`config.mk`:
```
export PLATFORM = sky130hd
export DESIGN_NAME = ring_johnson_counter
export DESIGN_NICKNAME = d
export VERILOG_FILES = /design/src/rtl/ring_pkg.sv /design/src/rtl/ring_state_check.sv /design/src/rtl/ring_johnson_counter.sv
export SDC_FILE = /design/constraint.sdc
export NUM_CORES = 1
export LEC_CHECK = 0
export BUFFER_PORTS_ARGS = -buffer_cell sky130_fd_sc_hd__buf_2
export CELL_PAD_IN_SITES_DETAIL_PLACEMENT = 0
export CELL_PAD_IN_SITES_GLOBAL_PLACEMENT = 1
export CORE_ASPECT_RATIO = 0.75
export CORE_MARGIN = 2
export CORE_UTILIZATION = 35
export CTS_CLUSTER_SIZE = 28
export DETAILED_ROUTE_END_ITERATION = 16
export PLACE_DENSITY = 0.66
export REMOVE_ABC_BUFFERS = 1
export SYNTH_ARGS = -nofsm -noshare
export SYNTH_HDL_FRONTEND = slang
export SYNTH_SLANG_ARGS = --single-unit
```
`constraint.sdc`:
```
create_clock -name clk -period 12.1 [get_ports clk]
set_input_delay 1.21 -clock clk [delete_from_list [all_inputs] [get_ports clk]]
set_output_delay 1.21 -clock clk [all_outputs]
set_load 0.005 [all_outputs]
```
`src/rtl/ring_pkg.sv`:
```
// Shared types and constants for the ring/Johnson counter: mode and direction
// encodings plus the pattern used both at reset and for illegal-state recovery.
package ring_pkg;

  typedef enum logic {
    RING    = 1'b0,
    JOHNSON = 1'b1
  } mode_e;

  typedef enum logic {
    UP   = 1'b0,
    DOWN = 1'b1
  } dir_e;

  // 0..01 is a legal state in both modes, so it doubles as the recovery target.
  function automatic logic [31:0] reset_pattern();
    return 32'h0000_0001;
  endfunction

endpackage

```
`src/rtl/ring_state_check.sv`:
```
// Combinational legality check and sequence-position decode of a counter state
// for the selected mode (RING one-hot or JOHNSON twisted-ring).
module ring_state_check
  import ring_pkg::*;
#(
  parameter int WIDTH_REG = 8,
  parameter int IDX_W     = $clog2(2*WIDTH_REG)
) (
  input  logic [WIDTH_REG-1:0] state,
  input  logic                 mode,
  output logic                 legal,
  output logic [IDX_W-1:0]     idx
);

  // True for 0..01..1 patterns (including all-zero and all-one).
  function automatic logic is_therm(input logic [WIDTH_REG-1:0] v);
    logic [WIDTH_REG-1:0] inc;
    inc = v + {{(WIDTH_REG-1){1'b0}}, 1'b1};
    return ((v & inc) == {WIDTH_REG{1'b0}});
  endfunction

  logic [IDX_W-1:0] ones_cnt_s;
  logic [IDX_W-1:0] zeros_cnt_s;
  logic [IDX_W-1:0] top_pos_s;

  always_comb begin
    ones_cnt_s  = '0;
    zeros_cnt_s = '0;
    top_pos_s   = '0;
    for (int i = 0; i < WIDTH_REG; i++) begin
      if (state[i]) begin
        ones_cnt_s = ones_cnt_s + IDX_W'(1);
        top_pos_s  = IDX_W'(i);
      end else begin
        zeros_cnt_s = zeros_cnt_s + IDX_W'(1);
      end
    end
  end

  always_comb begin
    legal = 1'b0;
    idx   = '0;
    case (mode_e'(mode))
      RING: begin
        if (ones_cnt_s == IDX_W'(1)) begin
          legal = 1'b1;
          idx   = top_pos_s;
        end else begin
          legal = 1'b0;
        end
      end
      JOHNSON: begin
        // Second half of the sequence is ones above k low zeros, i.e. ~state is a thermometer.
        if (is_therm(state)) begin
          legal = 1'b1;
          idx   = ones_cnt_s;
        end else if (is_therm(~state)) begin
          legal = 1'b1;
          idx   = IDX_W'(WIDTH_REG) + zeros_cnt_s;
        end else begin
          legal = 1'b0;
        end
      end
      default: begin
        legal = 1'b0;
        idx   = '0;
      end
    endcase
  end

endmodule

```
`src/rtl/ring_johnson_counter.sv`:
```
// Up/down ring or Johnson counter with synchronous load, illegal-state
// self-correction, and registered wrap / error pulses.
module ring_johnson_counter
  import ring_pkg::*;
#(
  parameter int WIDTH_REG = 8,
  parameter int IDX_W     = $clog2(2*WIDTH_REG)
) (
  input  logic                 clk,
  input  logic                 n_rst,
  input  logic                 en,
  input  logic                 mode,
  input  logic                 dir,
  input  logic                 load,
  input  logic [WIDTH_REG-1:0] load_val,
  output logic [WIDTH_REG-1:0] out_ring,
  output logic [IDX_W-1:0]     idx,
  output logic                 wrap,
  output logic                 err
);

  localparam logic [WIDTH_REG-1:0] RST_PAT   = WIDTH_REG'(reset_pattern());
  localparam logic [IDX_W-1:0]     RING_LAST = IDX_W'(WIDTH_REG - 1);
  localparam logic [IDX_W-1:0]     JOHN_LAST = IDX_W'(2*WIDTH_REG - 1);

  logic [WIDTH_REG-1:0] state_q, state_d, step_s;
  logic                 wrap_q, wrap_d, err_q, err_d;
  logic                 cur_legal_s, ld_legal_s;
  logic [IDX_W-1:0]     cur_idx_s, last_idx_s;
  logic [IDX_W-1:0]     ld_idx_unused_s;

  ring_state_check #(.WIDTH_REG(WIDTH_REG), .IDX_W(IDX_W)) u_cur_check (
    .state (state_q),
    .mode  (mode),
    .legal (cur_legal_s),
    .idx   (cur_idx_s)
  );

  ring_state_check #(.WIDTH_REG(WIDTH_REG), .IDX_W(IDX_W)) u_load_check (
    .state (load_val),
    .mode  (mode),
    .legal (ld_legal_s),
    .idx   (ld_idx_unused_s)
  );

  assign last_idx_s = (mode_e'(mode) == JOHNSON) ? JOHN_LAST : RING_LAST;

  always_comb begin
    step_s = state_q;
    case ({mode, dir})
      2'b00:   step_s = {state_q[WIDTH_REG-2:0], state_q[WIDTH_REG-1]};
      2'b01:   step_s = {state_q[0], state_q[WIDTH_REG-1:1]};
      2'b10:   step_s = {state_q[WIDTH_REG-2:0], ~state_q[WIDTH_REG-1]};
      2'b11:   step_s = {~state_q[0], state_q[WIDTH_REG-1:1]};
      default: step_s = state_q;
    endcase
  end

  // Priority: load, then recovery from an illegal state, then stepping, then hold.
  always_comb begin
    state_d = state_q;
    wrap_d  = 1'b0;
    err_d   = 1'b0;
    if (load) begin
      if (ld_legal_s) begin
        state_d = load_val;
      end else begin
        err_d = 1'b1;
      end
    end else if (!cur_legal_s) begin
      state_d = RST_PAT;
      err_d   = 1'b1;
    end else if (en) begin
      state_d = step_s;
      if (dir_e'(dir) == UP) begin
        wrap_d = (cur_idx_s == last_idx_s);
      end else begin
        wrap_d = (cur_idx_s == '0);
      end
    end else begin
      state_d = state_q;
    end
  end

  always_ff @(posedge clk or negedge n_rst) begin
    if (!n_rst) begin
      state_q <= RST_PAT;
      wrap_q  <= 1'b0;
      err_q   <= 1'b0;
    end else begin
      state_q <= state_d;
      wrap_q  <= wrap_d;
      err_q   <= err_d;
    end
  end

  assign out_ring = state_q;
  assign idx      = cur_idx_s;
  assign wrap     = wrap_q;
  assign err      = err_q;

endmodule

```
==> impl_metrics.prom, run 1 <==
# TYPE chip_impl_metric gauge
chip_impl_metric{name="cts.repair_timing.setup_buffer_count",unit=""} 0
chip_impl_metric{name="placement.cell_area",unit="µm²"} 2850
chip_impl_info{name="timing.hold.worst.class",value="reg2reg"} 1
chip_impl_metric{name="num_antenna_cells",unit=""} 0
chip_impl_metric{name="grt_pass1_vias",unit=""} 2216
chip_impl_metric{name="slew_viol_final",unit=""} 0
chip_impl_metric{name="io_buffers",unit=""} 27
chip_impl_info{name="critical_path_class",value="reg2out"} 1
chip_impl_metric{name="cts-buffers-inserted",unit=""} 3
chip_impl_metric{name="final.min_clock_period",unit="ps"} 7240
chip_impl_info{name="status",value="completed"} 1
chip_impl_info{name="post_synth_main_area_contributors",value="ha_1 11%, dfrtp_1 8.5%, xnor2_1 6.6%"} 1
chip_impl_metric{name="dp.final_hpwl",unit="µm"} 5680
chip_impl_info{name="cts_tree",value="yes"} 1
chip_impl_info{name="start_kind",value="flip-flop"} 1
chip_impl_metric{name="fp.dieH",unit="µm"} 79.5
chip_impl_metric{name="final_core_util",unit="%"} 39.4
chip_impl_metric{name="total_number_of_vias",unit=""} 2419
chip_impl_metric{name="tns",unit="ps"} 0
chip_impl_metric{name="first_pass_iters",unit=""} 4
chip_impl_metric{name="synth-async-reset-ratio",unit="%"} 100
chip_impl_metric{name="ys_types",unit=""} 71
chip_impl_metric{name="drtIter0Drc",unit=""} 140
chip_impl_metric{name="synth_enable_flop_cells",unit=""} 0
chip_impl_metric{name="synth_area_per_cell",unit="µm²"} 7.96
chip_impl_metric{name="global_route.overflow_total",unit=""} 0
chip_impl_metric{name="core",unit="µm²"} 7360
chip_impl_info{name="grt_setup_unrepaired",value="false"} 1
chip_impl_metric{name="nNetsFinal",unit=""} 387
chip_impl_metric{name="critical_path_required",unit="ps"} 10890
chip_impl_metric{name="fp.dieArea",unit="µm²"} 8310
chip_impl_metric{name="synth-seq-area-share",unit="%"} 9.46
chip_impl_metric{name="post_route_cells_drive_above_1_share",unit="%"} 16.1
chip_impl_info{name="min_to",value="out_ring[0]"} 1
chip_impl_metric{name="slew_headroom",unit="%"} 34.6
chip_impl_metric{name="reg2reg_depth",unit=""} 22
chip_impl_info{name="synthFlopType",value="dfrtp_1"} 1
chip_impl_metric{name="synthesis.area",unit="µm²"} 2660
chip_impl_metric{name="start_util",unit="%"} 36.1
chip_impl_metric{name="tritoncts_num_sinks",unit=""} 10
chip_impl_metric{name="postCtsResizedCells",unit=""} 0
chip_impl_info{name="clockRootBuffer",value="clkbuf_8"} 1
chip_impl_metric{name="post_drt_via_cell_ratio",unit=""} 5.39
chip_impl_metric{name="worstPathMaxFanout",unit=""} 13
chip_impl_metric{name="buffers_from_clock_root_to_sink_at_most",unit=""} 2
chip_impl_metric{name="detail-route-antenna-nets",unit=""} 0
chip_impl_metric{name="hold_viol_final",unit=""} 0
chip_impl_metric{name="drt_drc_violations_left",unit=""} 0
chip_impl_metric{name="grt.total_usage",unit="%"} 17.3
chip_impl_metric{name="route.final.wire_length",unit="µm"} 7040
chip_impl_metric{name="postSynthRegisterBits",unit=""} 10
chip_impl_metric{name="worst_hold_slack",unit="ps"} 671
chip_impl_metric{name="cell_count_after_synthesis",unit=""} 334
chip_impl_metric{name="path_clk_slew",unit="ps"} 50
chip_impl_metric{name="hold_depth",unit=""} 2
chip_impl_metric{name="rows",unit=""} 27
chip_impl_metric{name="layout.cell_area.non_filler",unit="µm²"} 2900
chip_impl_info{name="crit_path_end_kind",value="output port"} 1
chip_impl_metric{name="fmax",unit="MHz"} 138
chip_impl_metric{name="setup_viol",unit=""} 0
chip_impl_info{name="worstSetupStartpoint",value="out_ring[0]"} 1
chip_impl_metric{name="crit_arrival",unit="ps"} 6030
chip_impl_metric{name="timing.clock.skew",unit="ps"} 1.27
chip_impl_metric{name="grt_first_pass_wirelength",unit="µm"} 11700
chip_impl_info{name="worstReg2RegEnd",value="out_ring[3]"} 1
chip_impl_info{name="layout.cells.most_common",value="nand2_1"} 1
chip_impl_metric{name="ctsHoldBuffers",unit=""} 0
chip_impl_metric{name="insertion_delay",unit="ps"} 230
chip_impl_metric{name="drv.max_cap_violation_count",unit=""} 0
chip_impl_metric{name="cts_max_level",unit=""} 1
chip_impl_metric{name="largest_net_degree_at_the_start_of_global_routing",unit=""} 26
chip_impl_metric{name="final.fill_count",unit=""} 796
chip_impl_metric{name="r2r_slack",unit="ps"} 5520
chip_impl_metric{name="synth_largest_type_area_fraction",unit="%"} 11.3
chip_impl_metric{name="gp_congestion",unit=""} 0.805
chip_impl_metric{name="timing_worst_slew_pin_value",unit="ps"} 978
chip_impl_info{name="crit-reg2reg-launch",value="out_ring[0]"} 1
chip_impl_info{name="top_library_cells_by_usage_in_the_layout_fill_and_taps_aside",value="31 x nand2_1, 27 x buf_2, 24 x nor2_1, 24 x ha_1, 23 x inv_1"} 1
chip_impl_metric{name="layout_worst_path_cycle_share",unit="%"} 59.8
chip_impl_metric{name="die_span_x",unit="µm"} 105
chip_impl_metric{name="io-pin-count",unit=""} 28
chip_impl_info{name="min_from",value="out_ring[0]"} 1
chip_impl_metric{name="detail_route.wl_per_cell",unit="µm"} 15.7
chip_impl_metric{name="grt_antenna_before_repair",unit=""} 0
chip_impl_metric{name="area_growth_syn_to_layout",unit="%"} 9.09
chip_impl_info{name="synth.largest_area_cell",value="ha_1"} 1
chip_impl_metric{name="synthesis.yosys.warnings",unit=""} 0
-- cell type report --
cell class | count | area [µm²] | area share [%]
tap | 101 | 126 | 4.36
timing repair buffer | 29 | 150 | 5.18
clock buffer | 4 | 45.0 | 1.55
inverter | 25 | 93.8 | 3.24
sequential | 10 | 251 | 8.68
multi-input combinational | 280 | 2230 | 77.0
-- registers in the layout, summed over array words and instances (netlist names) --
signal    cells
out_ring      8
err           1
wrap          1
-- worst max-delay path, cell delays in order (launching register included) --
cell       delay, ps
dfstp_2          620
inv_1            120
ha_1             510
xnor2_2          360
inv_2            130
ha_1             390
mux2_2           310
ha_1             300
mux2_2           280
ha_1             290
nand2_1           80
nand2_1           70
ha_1             260
nor2_1           210
nor2_1            70
ha_1             300
or4_1            520
a2111oi_2        210
a41oi_1          120
nor4_1           300
a211o_1          210
buf_2            130
-- metal layers --
layer	track usage, %	vias to the layer above	share of wire, %
li1	-	1236	-
met3	2.86	0	3.7
met5	0	-	0
met4	0.400	0	0
met2	24.0	52	37
met1	28.4	1131	60
-- through the flow --
step	instances	setup slack, ps
floorplan	315	5750
global placement	445	5320
detailed placement	445	5110
CTS	449	4860
global route	449	4490
finish	449	4860
-- synth_stat cells, drive strengths merged, types with 6 or more instances --
| master | count |
|---|---|
| nand3 | 9 |
| nor3 | 7 |
| xnor2 | 23 |
| xor2 | 9 |
| o21ai | 16 |
| nand2 | 31 |
| nand2b | 8 |
| a211oi | 6 |
| dfrtp | 9 |
| clkbuf | 12 |
| mux2i | 12 |
| mux2 | 10 |
| nor2 | 24 |
| xnor3 | 7 |
| ha | 24 |
| and2 | 10 |
| inv | 25 |
| a21oi | 9 |
| buf | 7 |
-- worst max-delay path by stage --
| stage | to | cells after the start |
|---|---|---|
| CTS | idx[0] | 21 |
| detailed placement | idx[0] | 21 |
| finish | idx[0] | 21 |
| global placement | idx[0] | 21 |
| floorplan | idx[0] | 20 |
| global route | idx[2] | 22 |
-- kinds of logic after synthesis --
kind of cell    synth area share (%)
xor+xnor                        18.0
fa+ha+maj                       11.3
flops                           9.46
compound gates                  23.3
simple gates                    22.6
buf+inv                         6.54
mux                             8.76
Power of run 1 is left out: the tool's default activity adds up to more than one toggle a clock period on the data nets, which glitch-free logic cannot reach.
==> inputs of run 2 (changes only) <==
--- a/config.mk
+++ b/config.mk
@@ -5,6 +5,7 @@
 export SDC_FILE = /design/constraint.sdc
 export NUM_CORES = 1
 export LEC_CHECK = 0
+export ABC_AREA = 1
 export BUFFER_PORTS_ARGS = -buffer_cell sky130_fd_sc_hd__buf_2
 export CELL_PAD_IN_SITES_DETAIL_PLACEMENT = 0
 export CELL_PAD_IN_SITES_GLOBAL_PLACEMENT = 1
@@ -13,7 +14,7 @@
 export CORE_UTILIZATION = 35
 export CTS_CLUSTER_SIZE = 28
 export DETAILED_ROUTE_END_ITERATION = 16
-export PLACE_DENSITY = 0.66
+export PLACE_DENSITY = 0.74
 export REMOVE_ABC_BUFFERS = 1
 export SYNTH_ARGS = -nofsm -noshare
 export SYNTH_HDL_FRONTEND = slang
==> constraint.sdc (replaced) <==
create_clock -name clk -period 6.4 [get_ports clk]
set_input_delay 0.64 -clock clk [delete_from_list [all_inputs] [get_ports clk]]
set_output_delay 0.64 -clock clk [all_outputs]
set_load 0.005 [all_outputs]
==> impl_metrics.prom, run 2 <==
# TYPE chip_impl_metric gauge
chip_impl_metric{name="drv.max_cap_violation_count",unit=""} 0
chip_impl_metric{name="critical_path_required",unit="ps"} 5760
chip_impl_metric{name="first_pass_iters",unit=""} 5
chip_impl_metric{name="largest_register_ff_count",unit=""} 8
chip_impl_metric{name="layout_worst_path_cycle_share",unit="%"} 84.7
chip_impl_metric{name="dp.final_hpwl",unit="µm"} 5710
chip_impl_metric{name="fp.dieH",unit="µm"} 78.4
chip_impl_info{name="cts_tree",value="yes"} 1
chip_impl_metric{name="cts_max_level",unit=""} 1
chip_impl_metric{name="hold_viol_final",unit=""} 0
chip_impl_metric{name="timing_worst_slew_pin_value",unit="ps"} 602
chip_impl_info{name="synthFlopType",value="dfrtp_1"} 1
chip_impl_metric{name="buffers_from_clock_root_to_sink_at_most",unit=""} 2
chip_impl_metric{name="detail-route-antenna-nets",unit=""} 0
chip_impl_metric{name="slew_viol_final",unit=""} 0
chip_impl_metric{name="num_antenna_cells",unit=""} 0
chip_impl_info{name="top_library_cells_by_usage_in_the_layout_fill_and_taps_aside",value="151 x nand2_1, 52 x nand3_1, 50 x inv_1"} 1
chip_impl_metric{name="synthesis.yosys.warnings",unit=""} 0
chip_impl_metric{name="post_drt_via_cell_ratio",unit=""} 4.80
chip_impl_metric{name="grt_pass1_vias",unit=""} 2460
chip_impl_metric{name="postSynthRegisterBits",unit=""} 10
chip_impl_metric{name="path_clk_slew",unit="ps"} 50
chip_impl_metric{name="detail_route.wl_per_cell",unit="µm"} 12.4
chip_impl_metric{name="area_taken_by_flip_flops_and_latches",unit="µm²"} 251
chip_impl_metric{name="rows",unit=""} 27
chip_impl_info{name="clockRootBuffer",value="clkbuf_8"} 1
chip_impl_metric{name="synth_area_per_cell",unit="µm²"} 5.74
chip_impl_metric{name="die_span_x",unit="µm"} 103
chip_impl_metric{name="start_util",unit="%"} 35.6
chip_impl_info{name="grt_setup_unrepaired",value="false"} 1
chip_impl_metric{name="insertion_delay",unit="ps"} 240
chip_impl_info{name="post_synth_main_area_contributors",value="nand2_1 22%, ha_1 12%, nand3_1 10%"} 1
chip_impl_metric{name="combined_area_of_the_multi_input_logic_cells",unit="µm²"} 2040
chip_impl_metric{name="route.final.wire_length",unit="µm"} 7030
chip_impl_metric{name="synth-async-reset-ratio",unit="%"} 100
chip_impl_metric{name="slew_headroom",unit="%"} 59.9
chip_impl_metric{name="synth_largest_type_area_fraction",unit="%"} 21.9
chip_impl_metric{name="final.fill_count",unit=""} 803
chip_impl_metric{name="grt.total_usage",unit="%"} 18.4
chip_impl_metric{name="worstPathMaxFanout",unit=""} 8
chip_impl_metric{name="dpl_worst_slack",unit="ps"} 1240
chip_impl_info{name="start_kind",value="flip-flop"} 1
chip_impl_metric{name="area_growth_syn_to_layout",unit="%"} 8.95
chip_impl_metric{name="io-pin-count",unit=""} 28
chip_impl_metric{name="fmax",unit="MHz"} 184
chip_impl_metric{name="tritoncts_num_sinks",unit=""} 10
chip_impl_metric{name="nNetsFinal",unit=""} 507
chip_impl_info{name="synth.largest_area_cell",value="nand2_1"} 1
chip_impl_info{name="critical_path_class",value="reg2out"} 1
chip_impl_metric{name="cts.repair_timing.setup_buffer_count",unit=""} 0
chip_impl_metric{name="gp_congestion",unit=""} 0.831
chip_impl_metric{name="global_route.overflow_total",unit=""} 0
chip_impl_metric{name="synth_enable_flop_cells",unit=""} 0
chip_impl_metric{name="postCtsResizedCells",unit=""} 0
chip_impl_metric{name="cell_count_after_synthesis",unit=""} 450
chip_impl_metric{name="reg2reg_depth",unit=""} 29
chip_impl_metric{name="grt_first_pass_wirelength",unit="µm"} 12000
chip_impl_metric{name="ys_types",unit=""} 38
chip_impl_info{name="layout.cells.most_common",value="nand2_1"} 1
chip_impl_metric{name="fp.dieArea",unit="µm²"} 8100
chip_impl_metric{name="synthesis.area",unit="µm²"} 2580
chip_impl_metric{name="setup_viol",unit=""} 0
chip_impl_info{name="status",value="completed"} 1
chip_impl_info{name="timing.hold.worst.class",value="in2async"} 1
chip_impl_info{name="synthTopCellsByCount",value="151 x nand2_1, 52 x nand3_1, 50 x inv_1"} 1
chip_impl_metric{name="drt_drc_violations_left",unit=""} 0
chip_impl_metric{name="io_buffers",unit=""} 27
chip_impl_metric{name="largest_net_degree_at_the_start_of_global_routing",unit=""} 19
chip_impl_info{name="yosys.cell_count.top_type",value="nand2_1"} 1
chip_impl_info{name="crit_path_end_kind",value="output port"} 1
chip_impl_metric{name="tns",unit="ps"} 0
chip_impl_metric{name="core",unit="µm²"} 7260
chip_impl_metric{name="grt_antenna_before_repair",unit=""} 0
chip_impl_metric{name="crit_arrival",unit="ps"} 4780
chip_impl_metric{name="least_setup_slack_across_all_paths_after_layout",unit="ps"} 979
chip_impl_metric{name="worst_hold_slack",unit="ps"} 264
chip_impl_metric{name="drtIter0Drc",unit=""} 122
chip_impl_metric{name="timing.clock.skew",unit="ps"} 2.97
chip_impl_metric{name="synth-seq-area-share",unit="%"} 9.73
chip_impl_metric{name="post_route_cells_drive_above_1_share",unit="%"} 18.6
chip_impl_metric{name="total_number_of_vias",unit=""} 2733
chip_impl_metric{name="ctsHoldBuffers",unit=""} 0
chip_impl_metric{name="cts-buffers-inserted",unit=""} 3
chip_impl_metric{name="final.min_clock_period",unit="ps"} 5420
==> run 2: path summary, 6_finish.rpt <==
kind	start	to	slack [ps]
worst max-delay path	out_ring[0]	idx[2]	980
worst min-delay path	n_rst	err	260
worst max register to register	out_ring[0]	out_ring[4]	1300
worst min register to register	out_ring[0]	out_ring[0]	560
max in group asynchronous	n_rst	out_ring[0]	5870
min in group clk	out_ring[0]	out_ring[0]	560
==> run 2: logic make-up (layout without fill, tap and decap cells) <==
logic type | Yosys count | count (layout) | share of synthesized area, %
simple gates | 282 | 282 | 51.9
buf+inv | 71 | 89 | 11.3
compound gates | 59 | 59 | 14.1
fa+ha+maj | 24 | 24 | 11.6
xor+xnor | 4 | 4 | 1.36
flops | 10 | 10 | 9.73
==> run 2: worst max-delay path: stages, from the launching register on <==
cell	delay (ps)
dfstp_2	610
inv_1	130
ha_1	420
inv_2	60
nand2_1	90
nand2_1	100
ha_1	310
nand2_1	80
nand2_1	90
ha_1	260
or2_2	300
nand2_1	90
inv_1	40
ha_1	260
nand2_1	60
nand2_1	110
ha_1	280
nand2_1	70
nand2_1	80
ha_1	260
o21ai_0	200
nand3_1	160
nor2_4	140
nand3_1	80
nand2_1	110
buf_2	130
==> run 2: layer usage <==
| layer | routed length (µm) | up-vias | global-route usage [%] | share of wire [%] |
|---|---|---|---|---|
| met5 | 0 | - | 0 | 0 |
| met2 | 2650 | 47 | 25.3 | 38 |
| met3 | 311 | 7 | 3.29 | 4.4 |
| met4 | 20 | 0 | 1.18 | 0.28 |
| met1 | 4050 | 1184 | 30.1 | 58 |
| li1 | - | 1495 | - | - |
==> run 2: layout make-up <==
cell class / count / area share [%]
Multi-Input combinational cell: 369 / 72.5
Timing Repair Buffer: 27 / 4.80
Clock buffer: 4 / 1.60
Tap cell: 101 / 4.49
Sequential cell: 10 / 8.93
Inverter: 58 / 7.73
==> run 2: through the flow <==
| step | cell area (µm²) | util (%) | instances |
|---|---|---|---|
| floorplan | 2510 | - | 437 |
| global placement | 2770 | 38.2 | 565 |
| detailed placement | 2770 | 38.2 | 565 |
| CTS | 2820 | 38.8 | 569 |
| global route | 2820 | 38.8 | 569 |
| finish | 2820 | 38.8 | 569 |
Power of run 2 is left out for the same reason.
==> inputs of run 3 (changes only) <==
==> constraint.sdc (replaced) <==
create_clock -name clk -period 4.9 [get_ports clk]
set_input_delay 0.49 -clock clk [delete_from_list [all_inputs] [get_ports clk]]
set_output_delay 0.49 -clock clk [all_outputs]
set_load 0.005 [all_outputs]
==> impl_metrics.prom, run 3 (synthesis gave the netlist of run 2 again) <==
# TYPE chip_impl_metric gauge
chip_impl_metric{name="post_route_cells_drive_above_1_share",unit="%"} 26.2
chip_impl_metric{name="buffers_from_clock_root_to_sink_at_most",unit=""} 2
chip_impl_info{name="start_kind",value="flip-flop"} 1
chip_impl_metric{name="detail-route-antenna-nets",unit=""} 0
chip_impl_metric{name="detail_route.wl_per_cell",unit="µm"} 12.8
chip_impl_metric{name="core",unit="µm²"} 7260
chip_impl_metric{name="grt_first_pass_wirelength",unit="µm"} 12500
chip_impl_metric{name="num_antenna_cells",unit=""} 0
chip_impl_metric{name="fmax",unit="MHz"} 214
chip_impl_metric{name="global_route.overflow_total",unit=""} 0
chip_impl_metric{name="timing.clock.skew",unit="ps"} 3.74
chip_impl_info{name="critical_path_class",value="reg2out"} 1
chip_impl_metric{name="tns",unit="ps"} 0
chip_impl_metric{name="io-pin-count",unit=""} 28
chip_impl_info{name="status",value="completed"} 1
chip_impl_metric{name="drtIter0Drc",unit=""} 207
chip_impl_info{name="crit_path_end_kind",value="output port"} 1
chip_impl_info{name="grt_setup_unrepaired",value="false"} 1
chip_impl_metric{name="tritoncts_num_sinks",unit=""} 10
chip_impl_metric{name="drv.max_cap_violation_count",unit=""} 0
chip_impl_metric{name="layout_worst_path_cycle_share",unit="%"} 95.2
chip_impl_metric{name="cts-buffers-inserted",unit=""} 3
chip_impl_metric{name="first_pass_iters",unit=""} 5
chip_impl_info{name="clockRootBuffer",value="clkbuf_8"} 1
chip_impl_metric{name="largest_net_degree_at_the_start_of_global_routing",unit=""} 15
chip_impl_metric{name="rows",unit=""} 27
chip_impl_metric{name="crit_arrival",unit="ps"} 4170
chip_impl_info{name="layout.cells.most_common",value="nand2_1"} 1
chip_impl_metric{name="gp_congestion",unit=""} 0.819
chip_impl_metric{name="start_util",unit="%"} 35.6
chip_impl_metric{name="path_clk_slew",unit="ps"} 60
chip_impl_metric{name="fp.dieArea",unit="µm²"} 8100
chip_impl_metric{name="dp.final_hpwl",unit="µm"} 5940
chip_impl_metric{name="drt_drc_violations_left",unit=""} 0
chip_impl_metric{name="slew_viol_final",unit=""} 0
chip_impl_metric{name="grt.total_usage",unit="%"} 19.1
chip_impl_info{name="top_library_cells_by_usage_in_the_layout_fill_and_taps_aside",value="139 x nand2_1, 51 x nand3_1, 46 x inv_1"} 1
chip_impl_metric{name="final.fill_count",unit=""} 783
chip_impl_metric{name="slew_headroom",unit="%"} 60.8
chip_impl_metric{name="insertion_delay",unit="ps"} 240
chip_impl_info{name="timing.hold.worst.class",value="in2async"} 1
chip_impl_metric{name="route.final.wire_length",unit="µm"} 7490
chip_impl_metric{name="die_span_x",unit="µm"} 103
chip_impl_metric{name="total_number_of_vias",unit=""} 2889
chip_impl_metric{name="grt_antenna_before_repair",unit=""} 0
chip_impl_metric{name="fp.dieH",unit="µm"} 78.4
chip_impl_metric{name="hold_viol_final",unit=""} 0
chip_impl_info{name="cts_tree",value="yes"} 1
chip_impl_metric{name="final.min_clock_period",unit="ps"} 4660
chip_impl_metric{name="io_buffers",unit=""} 27
chip_impl_metric{name="critical_path_required",unit="ps"} 4410
chip_impl_metric{name="largest_register_ff_count",unit=""} 8
chip_impl_metric{name="setup_viol",unit=""} 0
chip_impl_metric{name="nNetsFinal",unit=""} 524
chip_impl_metric{name="worstPathMaxFanout",unit=""} 5
chip_impl_metric{name="cts_max_level",unit=""} 1
chip_impl_metric{name="post_drt_via_cell_ratio",unit=""} 4.93
chip_impl_metric{name="grt_pass1_vias",unit=""} 2556
chip_impl_metric{name="timing_worst_slew_pin_value",unit="ps"} 588
chip_impl_metric{name="area_growth_syn_to_layout",unit="%"} 18.6
==> run 3: repair_timing <==
action,CTS,global route
endpoints found under the setup margin,3,13
pin swaps,3,9
buffers inserted,2,7
hold endpoints to repair,0,0
hold buffers,0,0
resized for setup,13,17
==> run 3: path summary, 6_finish.rpt <==
path                       cells past startpoint   startpoint  slack, ps          end
max                                           26  out_ring[0]        240       idx[1]
min                                            1        n_rst        100          err
max reg2reg                                   30  out_ring[0]        390  out_ring[6]
min reg2reg                                    3  out_ring[1]        790  out_ring[1]
max in group asynchronous                      1        n_rst       4530  out_ring[0]
min in group clk                               2         load        520          err
==> run 3: critical path, cell delays in order, from the launching register on <==
cell and delay [ps]:
dfstp_2 560, inv_4 60, ha_4 270, inv_2 50, nand2_4 70, nand2_4 60, ha_4 270, nand2_2 60
nand2_2 100, ha_4 190, or2_4 250, nand2_2 70, inv_1 40, ha_1 250, nand2_1 70, nand2_2 80
ha_1 270, nand2_1 70, nand2_1 80, ha_1 310, o21ai_2 150, buf_4 140, nor2_1 30, o21bai_1 150
nand2_1 80, nand2_2 70, buf_2 130
==> run 3: cell type report <==
| type | instances | area [µm²] | area share (%) |
|---|---|---|---|
| inverter | 58 | 220 | 7.18 |
| timing repair buffer | 44 | 267 | 8.69 |
| sequential | 10 | 251 | 8.20 |
| clock buffer | 4 | 55.1 | 1.80 |
| multi-input combinational | 369 | 2150 | 70.0 |
| tap | 101 | 126 | 4.12 |
==> run 3: metal layers <==
metal	track usage [%]	part of all wire, %	vias up
met5	0	0	-
met4	0.789	0	0
met3	2.85	5.4	0
met2	26.4	39	70
met1	31.9	55	1286
li1	-	-	1533
==> run 3: metrics by stage <==
| step | utilization (%) | instances | setup slack [ps] | hold slack (ps) | area [µm²] |
|---|---|---|---|---|---|
| 6_report | 42.2 | 586 | 237 | 104 | 3070 |
| 2_1_floorplan | - | 437 | 211 | 194 | 2510 |
| 5_1_grt | 42.2 | 586 | 12.6 | 119 | 3070 |
| 3_3_place_gp | 39.0 | 573 | 178 | 366 | 2830 |
| 3_5_place_dp | 39.0 | 573 | 28.2 | 372 | 2830 |
| 4_1_cts | 40.7 | 579 | 40.6 | 111 | 2950 |
Power of run 3 is left out for the same reason.
